### src/rtl/telem_frame_mon_if.sv
// rtl/telem_frame_mon_if.sv - byte handshake between a UART receiver and the frame monitor
interface telem_frame_mon_if;
  logic       rdy;
  logic [7:0] rx_data;
  logic       clr_rdy;

  modport master (output rdy, output rx_data, input clr_rdy);
  modport slave  (input rdy, input rx_data, output clr_rdy);
endinterface

### src/rtl/telem_frame_mon.sv
// rtl/telem_frame_mon.sv - telemetry frame parser with checksum, resync, timeout and peak tracking
module telem_frame_mon #(
  parameter int         NUM_CH  = 3,
  parameter int         CH_W    = 12,
  parameter logic [7:0] HDR0    = 8'hAA,
  parameter logic [7:0] HDR1    = 8'h55,
  parameter int         CHK_EN  = 0,
  parameter int         TIMEOUT = 50000
) (
  input  logic                   clk,
  input  logic                   rst,
  telem_frame_mon_if.slave       rx,
  input  logic                   clr_peak,
  output logic [NUM_CH*CH_W-1:0] ch_data,
  output logic [NUM_CH*CH_W-1:0] peak,
  output logic                   frame_vld,
  output logic [15:0]            frame_cnt,
  output logic [7:0]             err_cnt,
  output logic                   in_frame
);
  localparam int            TW       = $clog2(TIMEOUT + 1);
  localparam logic [7:0]    PAD_MASK = 8'(16'h00FF << (CH_W - 8));
  localparam logic [3:0]    LAST_IDX = 4'(2 * NUM_CH - 1);
  localparam logic [TW-1:0] TMO_LAST = TW'(TIMEOUT - 1);

  typedef enum logic [1:0] {IDLE, HDR, PAY, CHK} state_t;

  state_t                        state_q, state_d, cur;
  logic [3:0]                    idx_q, idx_d;
  logic [7:0]                    sum_q, sum_d;
  logic                          bad_q, bad_d;
  logic [TW-1:0]                 tmo_q, tmo_d;
  logic [NUM_CH-1:0][CH_W-1:0]   shadow_q, shadow_d;
  logic                          clr_rdy_q, clr_rdy_d;
  logic [NUM_CH*CH_W-1:0]        ch_data_q, ch_data_d;
  logic [NUM_CH*CH_W-1:0]        peak_q, peak_d;
  logic                          frame_vld_q, frame_vld_d;
  logic [15:0]                   frame_cnt_q, frame_cnt_d;
  logic [7:0]                    err_cnt_q, err_cnt_d;
  logic                          accept, tmo_hit, fin_good, fin_bad, err_inc;

  // Byte accept, frame parsing FSM, timeout and result bookkeeping
  always_comb begin
    accept      = rx.rdy & ~clr_rdy_q;
    tmo_hit     = (state_q != IDLE) && (tmo_q == TMO_LAST);
    // A timeout abandons the frame first, so a byte on that same cycle starts from IDLE
    cur         = tmo_hit ? IDLE : state_q;
    state_d     = cur;
    idx_d       = idx_q;
    sum_d       = sum_q;
    bad_d       = bad_q;
    shadow_d    = shadow_q;
    fin_good    = 1'b0;
    fin_bad     = 1'b0;
    clr_rdy_d   = accept;
    tmo_d       = (state_q == IDLE || tmo_hit || accept) ? '0 : tmo_q + 1'b1;

    if (accept) begin
      case (cur)
        IDLE: begin
          if (rx.rx_data == HDR0) state_d = HDR;
        end
        HDR: begin
          if (rx.rx_data == HDR1) begin
            state_d = PAY;
            idx_d   = '0;
            sum_d   = '0;
            bad_d   = 1'b0;
          end else if (rx.rx_data != HDR0) begin
            state_d = IDLE;
          end
        end
        PAY: begin
          sum_d = sum_q + rx.rx_data;
          idx_d = idx_q + 4'd1;
          for (int c = 0; c < NUM_CH; c++) begin
            if (idx_q == 4'(2 * c))     shadow_d[c][CH_W-1:8] = rx.rx_data[CH_W-9:0];
            if (idx_q == 4'(2 * c + 1)) shadow_d[c][7:0]      = rx.rx_data;
          end
          if (!idx_q[0] && ((rx.rx_data & PAD_MASK) != 8'h00)) bad_d = 1'b1;
          if (idx_q == LAST_IDX) begin
            if (CHK_EN != 0) begin
              state_d = CHK;
            end else begin
              state_d  = IDLE;
              fin_good = ~bad_d;
              fin_bad  = bad_d;
            end
          end
        end
        CHK: begin
          state_d = IDLE;
          if (bad_q || (rx.rx_data != sum_q)) fin_bad = 1'b1;
          else                                 fin_good = 1'b1;
        end
        default: state_d = IDLE;
      endcase
    end

    err_inc     = fin_bad | tmo_hit;
    frame_vld_d = fin_good;
    frame_cnt_d = (fin_good && frame_cnt_q != 16'hFFFF) ? frame_cnt_q + 16'd1 : frame_cnt_q;
    err_cnt_d   = (err_inc && err_cnt_q != 8'hFF) ? err_cnt_q + 8'd1 : err_cnt_q;

    // Clearing takes effect first so a simultaneous good frame leaves exactly its own values
    ch_data_d = ch_data_q;
    peak_d    = clr_peak ? '0 : peak_q;
    if (fin_good) begin
      for (int c = 0; c < NUM_CH; c++) begin
        ch_data_d[c*CH_W +: CH_W] = shadow_d[c];
        if (shadow_d[c] > peak_d[c*CH_W +: CH_W]) peak_d[c*CH_W +: CH_W] = shadow_d[c];
      end
    end
  end

  // State and output registers with synchronous reset
  always_ff @(posedge clk) begin
    if (rst) begin
      state_q     <= IDLE;
      idx_q       <= '0;
      sum_q       <= '0;
      bad_q       <= 1'b0;
      tmo_q       <= '0;
      shadow_q    <= '0;
      clr_rdy_q   <= 1'b0;
      ch_data_q   <= '0;
      peak_q      <= '0;
      frame_vld_q <= 1'b0;
      frame_cnt_q <= '0;
      err_cnt_q   <= '0;
    end else begin
      state_q     <= state_d;
      idx_q       <= idx_d;
      sum_q       <= sum_d;
      bad_q       <= bad_d;
      tmo_q       <= tmo_d;
      shadow_q    <= shadow_d;
      clr_rdy_q   <= clr_rdy_d;
      ch_data_q   <= ch_data_d;
      peak_q      <= peak_d;
      frame_vld_q <= frame_vld_d;
      frame_cnt_q <= frame_cnt_d;
      err_cnt_q   <= err_cnt_d;
    end
  end

  assign rx.clr_rdy = clr_rdy_q;
  assign ch_data    = ch_data_q;
  assign peak       = peak_q;
  assign frame_vld  = frame_vld_q;
  assign frame_cnt  = frame_cnt_q;
  assign err_cnt    = err_cnt_q;
  assign in_frame   = (state_q != IDLE);
endmodule

### src/flat_wrapper.sv
// flat-port wrapper written by rule: the top's interface ports become plain ports
module telem_frame_mon_flat 
#(
  parameter int         NUM_CH  = 3,
  parameter int         CH_W    = 12,
  parameter logic [7:0] HDR0    = 8'hAA,
  parameter logic [7:0] HDR1    = 8'h55,
  parameter int         CHK_EN  = 0,
  parameter int         TIMEOUT = 50000
)
  (clk, rst, clr_peak, ch_data, peak, frame_vld, frame_cnt, err_cnt, in_frame, rx_rdy, rx_rx_data, rx_clr_rdy);
  telem_frame_mon_if rx_i ();
  input  logic clk;
  input  logic rst;
  input  logic clr_peak;
  output logic [NUM_CH*CH_W-1:0] ch_data;
  output logic [NUM_CH*CH_W-1:0] peak;
  output logic frame_vld;
  output logic [15:0] frame_cnt;
  output logic [7:0] err_cnt;
  output logic in_frame;
  input wire logic [$bits(rx_i.rdy)-1:0] rx_rdy;
  input wire logic [$bits(rx_i.rx_data)-1:0] rx_rx_data;
  output wire logic [$bits(rx_i.clr_rdy)-1:0] rx_clr_rdy;
  assign rx_i.rdy = rx_rdy;
  assign rx_i.rx_data = rx_rx_data;
  assign rx_clr_rdy = rx_i.clr_rdy;
  telem_frame_mon #(.NUM_CH(NUM_CH), .CH_W(CH_W), .HDR0(HDR0), .HDR1(HDR1), .CHK_EN(CHK_EN), .TIMEOUT(TIMEOUT)) u_core (.clk(clk), .rst(rst), .rx(rx_i), .clr_peak(clr_peak), .ch_data(ch_data), .peak(peak), .frame_vld(frame_vld), .frame_cnt(frame_cnt), .err_cnt(err_cnt), .in_frame(in_frame));
endmodule
### config.mk
export PLATFORM = sky130hd
export DESIGN_NAME = telem_frame_mon_flat
export DESIGN_NICKNAME = d
export VERILOG_FILES = /design/src/rtl/telem_frame_mon_if.sv /design/src/rtl/telem_frame_mon.sv /design/src/flat_wrapper.sv
export SDC_FILE = /design/constraint.sdc
export NUM_CORES = 1
export LEC_CHECK = 0
export ABC_AREA = 1
export BUFFER_PORTS_ARGS = -buffer_cell sky130_fd_sc_hd__buf_4
export CAP_MARGIN = 20
export CORE_AREA = 5 5 144 146
export DETAILED_ROUTE_END_ITERATION = 12
export DIE_AREA = 0 0 149 151
export PLACE_DENSITY = 0.72
export SYNTH_ARGS = -nofsm -noshare
export SYNTH_HDL_FRONTEND = slang
export SYNTH_SLANG_ARGS = --single-unit
### constraint.sdc
create_clock -name clk -period 2.85 [get_ports clk]
set_input_delay 0.285 -clock clk [delete_from_list [all_inputs] [get_ports clk]]
set_output_delay 0.285 -clock clk [all_outputs]
set_load 0.005 [all_outputs]
== After elaboration in Yosys (flattened, before gate mapping) ==
Index checks and enable logic that the tools add are counted.

* Reduce and logical (&&, ||, !) cells: 16
* Bitwise operators: 4
* Mux-type cells: 37
* $lt $le $gt $ge: 3
* Shifts and indexed selects: 0
* Divide/modulo/power cells: 0
* Equal/unequal tests: 16
* Add/subtract/negate cells: 5
* $mul: 0

{| class="wikitable"
|+ Operators by type and width
! cell !! number
|-
| 36-bit two-way mux || 4
|-
| 12-bit > comparator || 3
|-
| 12-bit two-way mux || 3
|-
| 16-bit by 1-bit adder with 16-bit output (second input constant) || 2
|-
| 8-bit two-way mux || 4
|-
| 16-bit == test (second input constant) || 1
|-
| 4-bit two-way mux || 4
|-
| 16-bit inequality test (second input constant) || 1
|-
| 8-bit inequality test (second input constant) || 2
|-
| 8-bit case mux with 2 select lines || 1
|-
| 2-bit two-way mux || 6
|-
| 1-bit two-way mux || 10
|-
| 8-bit by 1-bit adder with 8-bit output (second input constant) || 1
|-
| 8-bit adder || 1
|-
| 4-bit by 2-bit == test with 1-bit output (second input constant) || 2
|-
| 4-bit by 3-bit == test with 1-bit output (second input constant) || 2
|-
| 8-bit by 7-bit == test with 1-bit output (second input constant) || 1
|-
| 8-bit == test (second input constant) || 1
|-
| 8-bit inequality test || 1
|-
| 2-bit case mux with 4 select lines || 1
|-
| 4-bit case mux with 2 select lines || 1
|-
| 8-bit nonzero test || 1
|-
| 1-bit case mux with 2 select lines || 3
|-
| 4-bit by 1-bit adder with 4-bit output (second input constant) || 1
|-
| other kinds (15) || 24
|}

* Memories: 0
* Word-level logic and storage cells: 95
* Bits in latches: 0
* RAM bits: 0
* Bits in read-only memories: 0
* Flip-flop bits (word level): 165
* Output and inout bits: 99

== Longest topological paths before layout ==
Gate-level depths: netlist of the first run.

* Depth in word-level cells: 11
* Mapped depth: 24
* Mapped depth without buffers: 21

== Worst setup path after synthesis of the first run ==
No wires, ideal clock.

* Kind: register to register
* Start point: register u_core.tmo_q[0]
* End point: register u_core.peak_q[27] (netlist: u_core.peak[27])
* Data required time: 2.737 ns
* Clock period less this slack: 2.865 ns
* Setup slack: -0.015 ns
* Library setup time: 0.113 ns
* Arrival time: 2.752 ns
* Buffers on the path: 3
* Stages on the path, launching flop included: 23
* Path through: dfxtp_1 ha_1 nand3_1 nor2_2 nand2_4 nand4_4 inv_4 buf_6 nand2_4 buf_6 nand2_1 o21ai_2 ha_1 nand2_1 nor2_1 nand4_1 a21oi_1 nor2_1 nor2_1 nand2_2 buf_2 nor2_1 nor2_1

{| class="wikitable"
|+ RTL lines
! what !! RTL line !! text
|-
| start: declaration || telem_frame_mon.sv:32 || <nowiki>logic [TW-1:0] tmo_q, tmo_d;</nowiki>
|-
| start signal: assignment || telem_frame_mon.sv:136 || <nowiki>tmo_q <= tmo_d;</nowiki>
|-
| end signal: assignment || telem_frame_mon.sv:140 || <nowiki>peak_q <= peak_d;</nowiki>
|-
| end: declaration || telem_frame_mon.sv:36 || <nowiki>logic [NUM_CH*CH_W-1:0] peak_q, peak_d;</nowiki>
|}

==> out/qor.yml, run 1 <==
outcome: "finished, violations left"
violations: "setup timing"
detailroute.via_count: 8361
min-delay-path-class: "input pin to register"
cts.root.buffer_cell: "sky130_fd_sc_hd__clkbuf_16"
die_height_um: 151
grt_start_max_net_pins: 70
dp_hpwl_um: 16000
std_cell_rows: 51
critPathLaunchType: "register"
ios: 111
async_reset_ff_share_pct: 0
post_synth_mux_area_share_pct: 0
power.static_leakage_nw: 5.17
numPortBuffers: 110
via_count_of_the_first_global_routing_pass: 7319
post_synth_fa_ha_maj_area_fraction_pct: 7.62
route.detailed.drc: 0
final_min_period_over_clock_period_pct: 100
design.die.area_um2: 22500
final-instance-count-excl-fill: 1643
cts_h_tree_depth: 4
largest_family_of_logic_cells_by_synthesized_area: "simple AND/OR/NAND/NOR gates"
post-route-worst-setup-slack_ps: -13.6
setup.worst_path.class: "register to register"
first_pass_grt_wire_length_um: 35300
min_period_ps: 2860
cp-end-kind: "register"
pwr_density_cell_nw_per_um2: 433
setup_viol: 1
syn-mean-instance-area_um2: 7.04
critPathMaxFanout: 12
floorplan.initialDensity_pct: 44.0
layout_commonest_cell: "sky130_fd_sc_hd__nand2_1"
detail-route-antenna-nets: 0
firstDrtPassIters: 5
grt_total_ovfl: 0
final_hold_vios: 0
totalNegativeSetupSlack_ps: -13.6
synth.cell_area_um2: 8470
wire_per_inst_um: 14.2
number_of_enable_flip_flop_cells_after_synthesis: 0
share_of_synthesized_area_occupied_by_flip_flops_and_latches_pct: 39.0
detailedRoute.firstIterationViolations: 571
mappedNetlistNets: 1267
post-layout-total-power_mw: 4.78
cts-buffers-inserted: 17
max_slew.worst_pin.slew_ps: 761
worst_vdd_rail_ir_drop_mv: 0.421
synth_compound_area_share_pct: 14.0
wl_um: 23300
core_area_um2: 19300
worst_ep_required_time_ps: 3180
antenna_found_initial: 0
clock.fmax_mhz: 349
yosysUniqueCellTypes: 41
area.growth.synth_to_final_pct: 30.4
cts_max_path_buffers: 2
ys.flop_type: "sky130_fd_sc_hd__dfxtp_1"
cts_tree: "built"
clock_insertion_delay_worst_skew_ps: 440
number_of_max_cap_violations: 0
globalplace.congestion: 0.899
layout.nets: 1428
final_cell_mix: "sky130_fd_sc_hd__nand2_1 (281), sky130_fd_sc_hd__buf_4 (178), sky130_fd_sc_hd__nor2_1 (162), sky130_fd_sc_hd__dfxtp_1 (160), sky130_fd_sc_hd__a21oi_1 (104)"
slew_headroom_pct: 49.3
clkSinkCount: 165
arrival_time_worst_endpoint_ps: 3190
die_w_um: 149
synth_xor_xnor_area_share_pct: 2.27
area_share_of_and_or_nand_nor_cells_after_synthesis_pct: 29.6
pre_cts_ws_ps: -27.4
number_of_warnings_reported_in_the_yosys_synthesis_log: 0
globalRouteTotalUtil_pct: 19.2
clk_transition_reported_paths_ps: 70
placedCellCount: 1594
synth_cells: 1204
n_antenna_cell: 0
rsz0062_at_grt: "true"
post_drt_via_cell_ratio: 5.09
post_route_cells_drive_above_1_share_pct: 22.5
fin_worst_skew_ps: 14.8
ys_ff_latch: 165
finalMaxSlewViolations: 0
## Yosys cell counts (4+ instances only)
library cell | count | area [um2]
sky130_fd_sc_hd__a21oi_1 | 106 | 531
sky130_fd_sc_hd__and2_1 | 6 | 37.5
sky130_fd_sc_hd__buf_2 | 12 | 60.1
sky130_fd_sc_hd__buf_4 | 10 | 75.1
sky130_fd_sc_hd__buf_6 | 5 | 56.3
sky130_fd_sc_hd__clkbuf_1 | 24 | 90.1
sky130_fd_sc_hd__dfxtp_1 | 165 | 3300
sky130_fd_sc_hd__ha_1 | 50 | 626
sky130_fd_sc_hd__inv_1 | 88 | 330
sky130_fd_sc_hd__nand2_1 | 290 | 1090
sky130_fd_sc_hd__nand2_2 | 9 | 56.3
sky130_fd_sc_hd__nand3_1 | 39 | 195
sky130_fd_sc_hd__nand4_1 | 36 | 225
sky130_fd_sc_hd__nor2_1 | 182 | 683
sky130_fd_sc_hd__nor3_1 | 8 | 40.0
sky130_fd_sc_hd__o21a_1 | 4 | 30.0
sky130_fd_sc_hd__o21ai_0 | 81 | 405
sky130_fd_sc_hd__o21ai_1 | 28 | 140
sky130_fd_sc_hd__o21ai_2 | 4 | 35.0
sky130_fd_sc_hd__xnor2_1 | 9 | 78.8
sky130_fd_sc_hd__xor2_1 | 13 | 114
## what timing repair did
item / 4_1_cts / 5_1_grt
gates cloned: 0 / 7
resized for setup: 9 / 82
pin swaps: 3 / 22
hold buffers: 0 / 0
setup buffers: 0 / 10
setup endpoints to repair: 24 / 36
## routing by layer
| metal | GRT usage (%) | share of wire, % | vias to the layer above |
|---|---|---|---|
| li1 | - | - | 4275 |
| met1 | 25.7 | 44 | 3781 |
| met2 | 30.9 | 48 | 255 |
| met3 | 3.86 | 5.1 | 50 |
| met4 | 7.19 | 2.9 | 0 |
| met5 | 0 | 0 | - |
## critical path, stage by stage (launching register included)
cell and delay [ps]:
sky130_fd_sc_hd__dfxtp_2 340, sky130_fd_sc_hd__ha_4 170, sky130_fd_sc_hd__nand3_4 90, sky130_fd_sc_hd__nor2_4 40, sky130_fd_sc_hd__nand2_4 60, sky130_fd_sc_hd__nand4_4 150, sky130_fd_sc_hd__clkinv_8 160, sky130_fd_sc_hd__nand2_8 90
sky130_fd_sc_hd__nand2_1 70, sky130_fd_sc_hd__o21ai_1 110, sky130_fd_sc_hd__ha_1 340, sky130_fd_sc_hd__nand2_1 60, sky130_fd_sc_hd__nor2_2 90, sky130_fd_sc_hd__nand4_1 130, sky130_fd_sc_hd__a21oi_1 150, sky130_fd_sc_hd__nor2_1 50
sky130_fd_sc_hd__nor2_1 120, sky130_fd_sc_hd__nand2_2 120, sky130_fd_sc_hd__clkbuf_16 210, sky130_fd_sc_hd__nor2_2 140, sky130_fd_sc_hd__nor2_1 60
## state kept, by name, summed over array words and instances (netlist names)
register and flops:
u_core.tmo_q 16, u_core.err_cnt 8, u_core.state_q 2, u_core.sum_q 8
u_core.shadow_q 36, u_core.peak 36, u_core.frame_vld 1, u_core.ch_data 36
u_core.frame_cnt 16, u_core.idx_q 4, u_core.rx.clr_rdy 1, u_core.bad_q 1
## where the power goes
part | switching (mW) | total, mW | internal, mW
sequential | 0.000846 | 2.31 | 2.30
clock | 1.08 | 2.34 | 1.26
combinational | 0.100 | 0.132 | 0.0319
## metrics by stage
step                      utilization, %  area [um2]  hold slack (ps)
after global routing                57.3       11000              223
after global placement              51.5        9920              453
after detailed placement            51.5        9920              461
after CTS                           54.7       10500              201
after floorplan                        -        8480              430
final                               57.3       11000              214
## cell type report
class                      instances  area [um2]
inverter                          92         358
sequential                       165        3310
fill                            1787        8220
multi-input combinational        896        4860
clock inverter                    15         179
clock buffer                      17         425
tap                              265         332
timing repair buffer             192        1580
timing repair inverter             1        8.76
## final timing paths
path / depth (start not counted) / slack, ps / start / to
setup reg to reg: 20 / -10 / u_core.tmo_q[0]$_SDFF_PP0_ / u_core.peak[29]$_SDFF_PP0_
setup / recovery: 20 / -10 / u_core.tmo_q[0]$_SDFF_PP0_ / u_core.peak[29]$_SDFF_PP0_
hold / removal: 3 / 210 / rx_rx_data[3] / u_core.shadow_q[11]$_SDFF_PP0_
hold reg to reg: 2 / 470 / u_core.sum_q[5]$_SDFFE_PP0P_ / u_core.sum_q[5]$_SDFFE_PP0P_
## kinds of logic after synthesis
family	count (synthesis)
compound gates	229
xor+xnor	22
fa+ha+maj	51
buf+inv	145
flops	165
simple gates	592
Note: power is estimated with default switching activity, not from simulation.
==> run 2: changes to the inputs <==
- CORE_AREA: 5 5 144 146 -> 5 5 191 193
- CTS_BUF_LIST: unset -> sky130_fd_sc_hd__clkbuf_4 sky130_fd_sc_hd__clkbuf_8
- DIE_AREA: 0 0 149 151 -> 0 0 196 198
- PLACE_DENSITY: 0.72 -> 0.48
- SETUP_SLACK_MARGIN: unset -> 0.02
==> run 2 against run 1 <==
Combinational power rose by 4%. Count of clock-buffer cells in the layout did not move. Register-to-register slack got worse by 20 ps. The flow still finishes with violations (setup timing). Sequential share of layout area barely moved. Highest routed layer unchanged. Clock skew rose by 9.4 ps. Sequential cell count did not move. Hold slack got worse by 43 ps. Critical endpoint is now u_core.peak[35]$_SDFF_PP0_. Fmax fell by 0.65%.
==> out/qor.yml, run 2 (synthesized netlist as in run 1, its figures left out) <==
worst_ep_required_time_ps: 3260  # was 3180 ps
grt_total_ovfl: 0  # unchanged
final_core_utilization_pct: 32.1  # was 57.3%
final_hold_vios: 0  # unchanged
cts_max_path_buffers: 2  # unchanged
first_pass_grt_wire_length_um: 41100  # was 35,300 um
final-instance-count-excl-fill: 1843  # was 1,643
placedCellCount: 1804  # was 1,594
area.growth.synth_to_final_pct: 30.1  # was 30.4%
pre_cts_ws_ps: -58.8  # was -27.4 ps
route.detailed.drc: 0  # unchanged
outcome: "finished, violations left"  # unchanged
arrival_time_worst_endpoint_ps: 3290  # was 3190 ps
std_cell_rows: 68  # was 51
core_area_um2: 34400  # was 19,300 um2
peak_per_stage_delay_on_the_critical_path_ps: 350  # was 340 ps
cp-end-kind: "register"  # unchanged
floorplan.initialDensity_pct: 24.6  # was 44.0%
pwr_density_cell_nw_per_um2: 389  # was 433 nW/um2
n_antenna_cell: 0  # unchanged
layout_commonest_cell: "sky130_fd_sc_hd__nand2_1"  # unchanged
cts_hold_buffers: 0  # unchanged
setup_viol: 12  # was 1
layout.nets: 1438  # was 1,428
critPathMaxFanout: 8  # was 12
multi_input_area_um2: 4750  # was 4860 um2
ios: 111  # unchanged
dp_hpwl_um: 18700  # was 16,000 um
final_cell_mix: "sky130_fd_sc_hd__nand2_1 (280), sky130_fd_sc_hd__buf_4 (195), sky130_fd_sc_hd__nor2_1 (172), sky130_fd_sc_hd__dfxtp_1 (161), sky130_fd_sc_hd__a21oi_1 (103)"  # was sky130_fd_sc_hd__nand2_1 (281), sky130_fd_sc_hd__buf_4 (178), sky130_fd_sc_hd__nor2_1 (162), sky130_fd_sc_hd__dfxtp_1 (160), sky130_fd_sc_hd__a21oi_1 (104)
finalMaxSlewViolations: 0  # unchanged
cts_h_tree_depth: 4  # unchanged
detail-route-antenna-nets: 0  # unchanged
wire_per_inst_um: 14.1  # was 14.2 um
violations: "setup timing"  # unchanged
ordered_list_of_cells_on_the_worst_path: "ha_4 > nand3_4 > nor2_4 > nand2_4 > nand4_4 > inv_8 > buf_8 > nand2_8 > nand2_4 > o21ai_2 > ha_1 > nand2_2 > nor2_2 > nand4_1 > a21oi_2 > nor2_1 > nor2_1 > nand2_2 > clkbuf_16 > nand2_2 > nand2_1 > nor2_1"  # was ha_4 > nand3_4 > nor2_4 > nand2_4 > nand4_4 > clkinv_8 > nand2_8 > nand2_1 > o21ai_1 > ha_1 > nand2_1 > nor2_2 > nand4_1 > a21oi_1 > nor2_1 > nor2_1 > nand2_2 > clkbuf_16 > nor2_2 > nor2_1
regToRegSetupSlack_ps: -30  # was -10 ps
cts.root.buffer_cell: "sky130_fd_sc_hd__clkbuf_8"  # was sky130_fd_sc_hd__clkbuf_16
via_count_of_the_first_global_routing_pass: 7571  # was 7,319
fin_worst_skew_ps: 24.1  # was 14.8 ps
post_route_cells_drive_above_1_share_pct: 21.6  # was 22.5%
clkSinkCount: 165  # unchanged
worst_vdd_rail_ir_drop_mv: 0.277  # was 0.421 mV
register_area_um2: 3310  # about the same
n_fill_cell: 3755  # was 1,787
post-layout-total-power_mw: 4.29  # was 4.78 mW
rsz0062_at_grt: "true"  # unchanged
setup.worst_path.class: "register to register"  # unchanged
die_height_um: 198  # was 151 um
antenna_found_initial: 0  # unchanged
cts_tree: "built"  # unchanged
clk_transition_reported_paths_ps: 100  # was 70 ps
number_of_max_cap_violations: 0  # unchanged
wl_um: 25900  # was 23,300 um
post_drt_via_cell_ratio: 4.40  # was 5.09
final_min_period_over_clock_period_pct: 101  # was 100%
clock_insertion_delay_worst_skew_ps: 470  # was 440 ps
cts-buffers-inserted: 17  # unchanged
grt_start_max_net_pins: 72  # was 70
critPathLaunchType: "register"  # unchanged
die_w_um: 196  # was 149 um
design.die.area_um2: 38800  # was 22,500 um2
detailroute.via_count: 8111  # was 8,361
globalRouteTotalUtil_pct: 13.2  # was 19.2%
globalplace.congestion: 0.815  # was 0.899
detailedRoute.firstIterationViolations: 519  # was 571
firstDrtPassIters: 5  # unchanged
min-delay-path-class: "input pin to register"  # unchanged
numPortBuffers: 110  # unchanged
clock.fmax_mhz: 347  # was 349 MHz
post-route-worst-setup-slack_ps: -32.4  # was -13.6 ps
slew_headroom_pct: 45.6  # was 49.3%
max_slew.worst_pin.slew_ps: 817  # was 761 ps
power.static_leakage_nw: 5.15  # was 5.17 nW
critical_path.slowest_cell: "sky130_fd_sc_hd__dfxtp_2"  # unchanged
min_period_ps: 2880  # was 2860 ps
[run 2: worst max-delay path: cells and delay by family (launching register included)]
kind	cells	cell delay, ps
simple gates	15	1300
buf+inv	3	510
fa+ha+maj	2	480
flops	1	350
compound gates	2	190
[run 2: power breakdown]
part           leakage [nW]  switching [mW]  internal, mW  total [mW]
clock network         0.207            1.03         0.818        1.85
registers              1.33        0.000556          2.30        2.31
logic                  3.62           0.107        0.0301       0.137
[run 2: timing repair]
action / 4_1_cts / 5_1_grt
setup buffers: 1 / 4
cloned: 1 / 2
pin swaps: 1 / 25
gates resized for setup: 14 / 47
hold endpoints to repair: 0 / 0
setup endpoints to repair: 33 / 36
[run 2: worst paths after layout]
kind                                     start                        endpoint  depth (start not counted)
setup / recovery    u_core.tmo_q[1]$_SDFF_PP0_      u_core.peak[35]$_SDFF_PP0_                         22
hold / removal                             rst  u_core.err_cnt[0]$_SDFFE_PP0P_                          4
setup reg to reg    u_core.tmo_q[1]$_SDFF_PP0_      u_core.peak[35]$_SDFF_PP0_                         22
hold reg to reg   u_core.sum_q[3]$_SDFFE_PP0P_    u_core.sum_q[3]$_SDFFE_PP0P_                          2
[run 2: per-stage QoR]
stage / hold slack [ps] / setup TNS, ps / instance area, um2
4_1_cts: 131 / 0 / 10800
3_3_place_gp: 455 / 0 / 10300
3_5_place_dp: 459 / -533 / 10300
2_1_floorplan: 430 / 0 / 8480
5_1_grt: 171 / -5940 / 11000
6_report: 171 / -263 / 11000
[run 2: layout make-up]
type	instances	area share, %
Tap cell	455	5.16
Inverter	92	3.20
Timing Repair Buffer	204	14.8
Multi-Input combinational cell	895	43.1
Clock buffer	17	2.12
Sequential cell	165	30.0
Clock inverter	15	1.70
[run 2: per-layer routing]
metal,up-vias,wire (um),global-route usage (%)
li1,4292,-,-
met1,3691,12800,18.1
met2,111,12000,21.2
met3,17,838,2.59
met4,0,333,3.41
met5,-,0,0
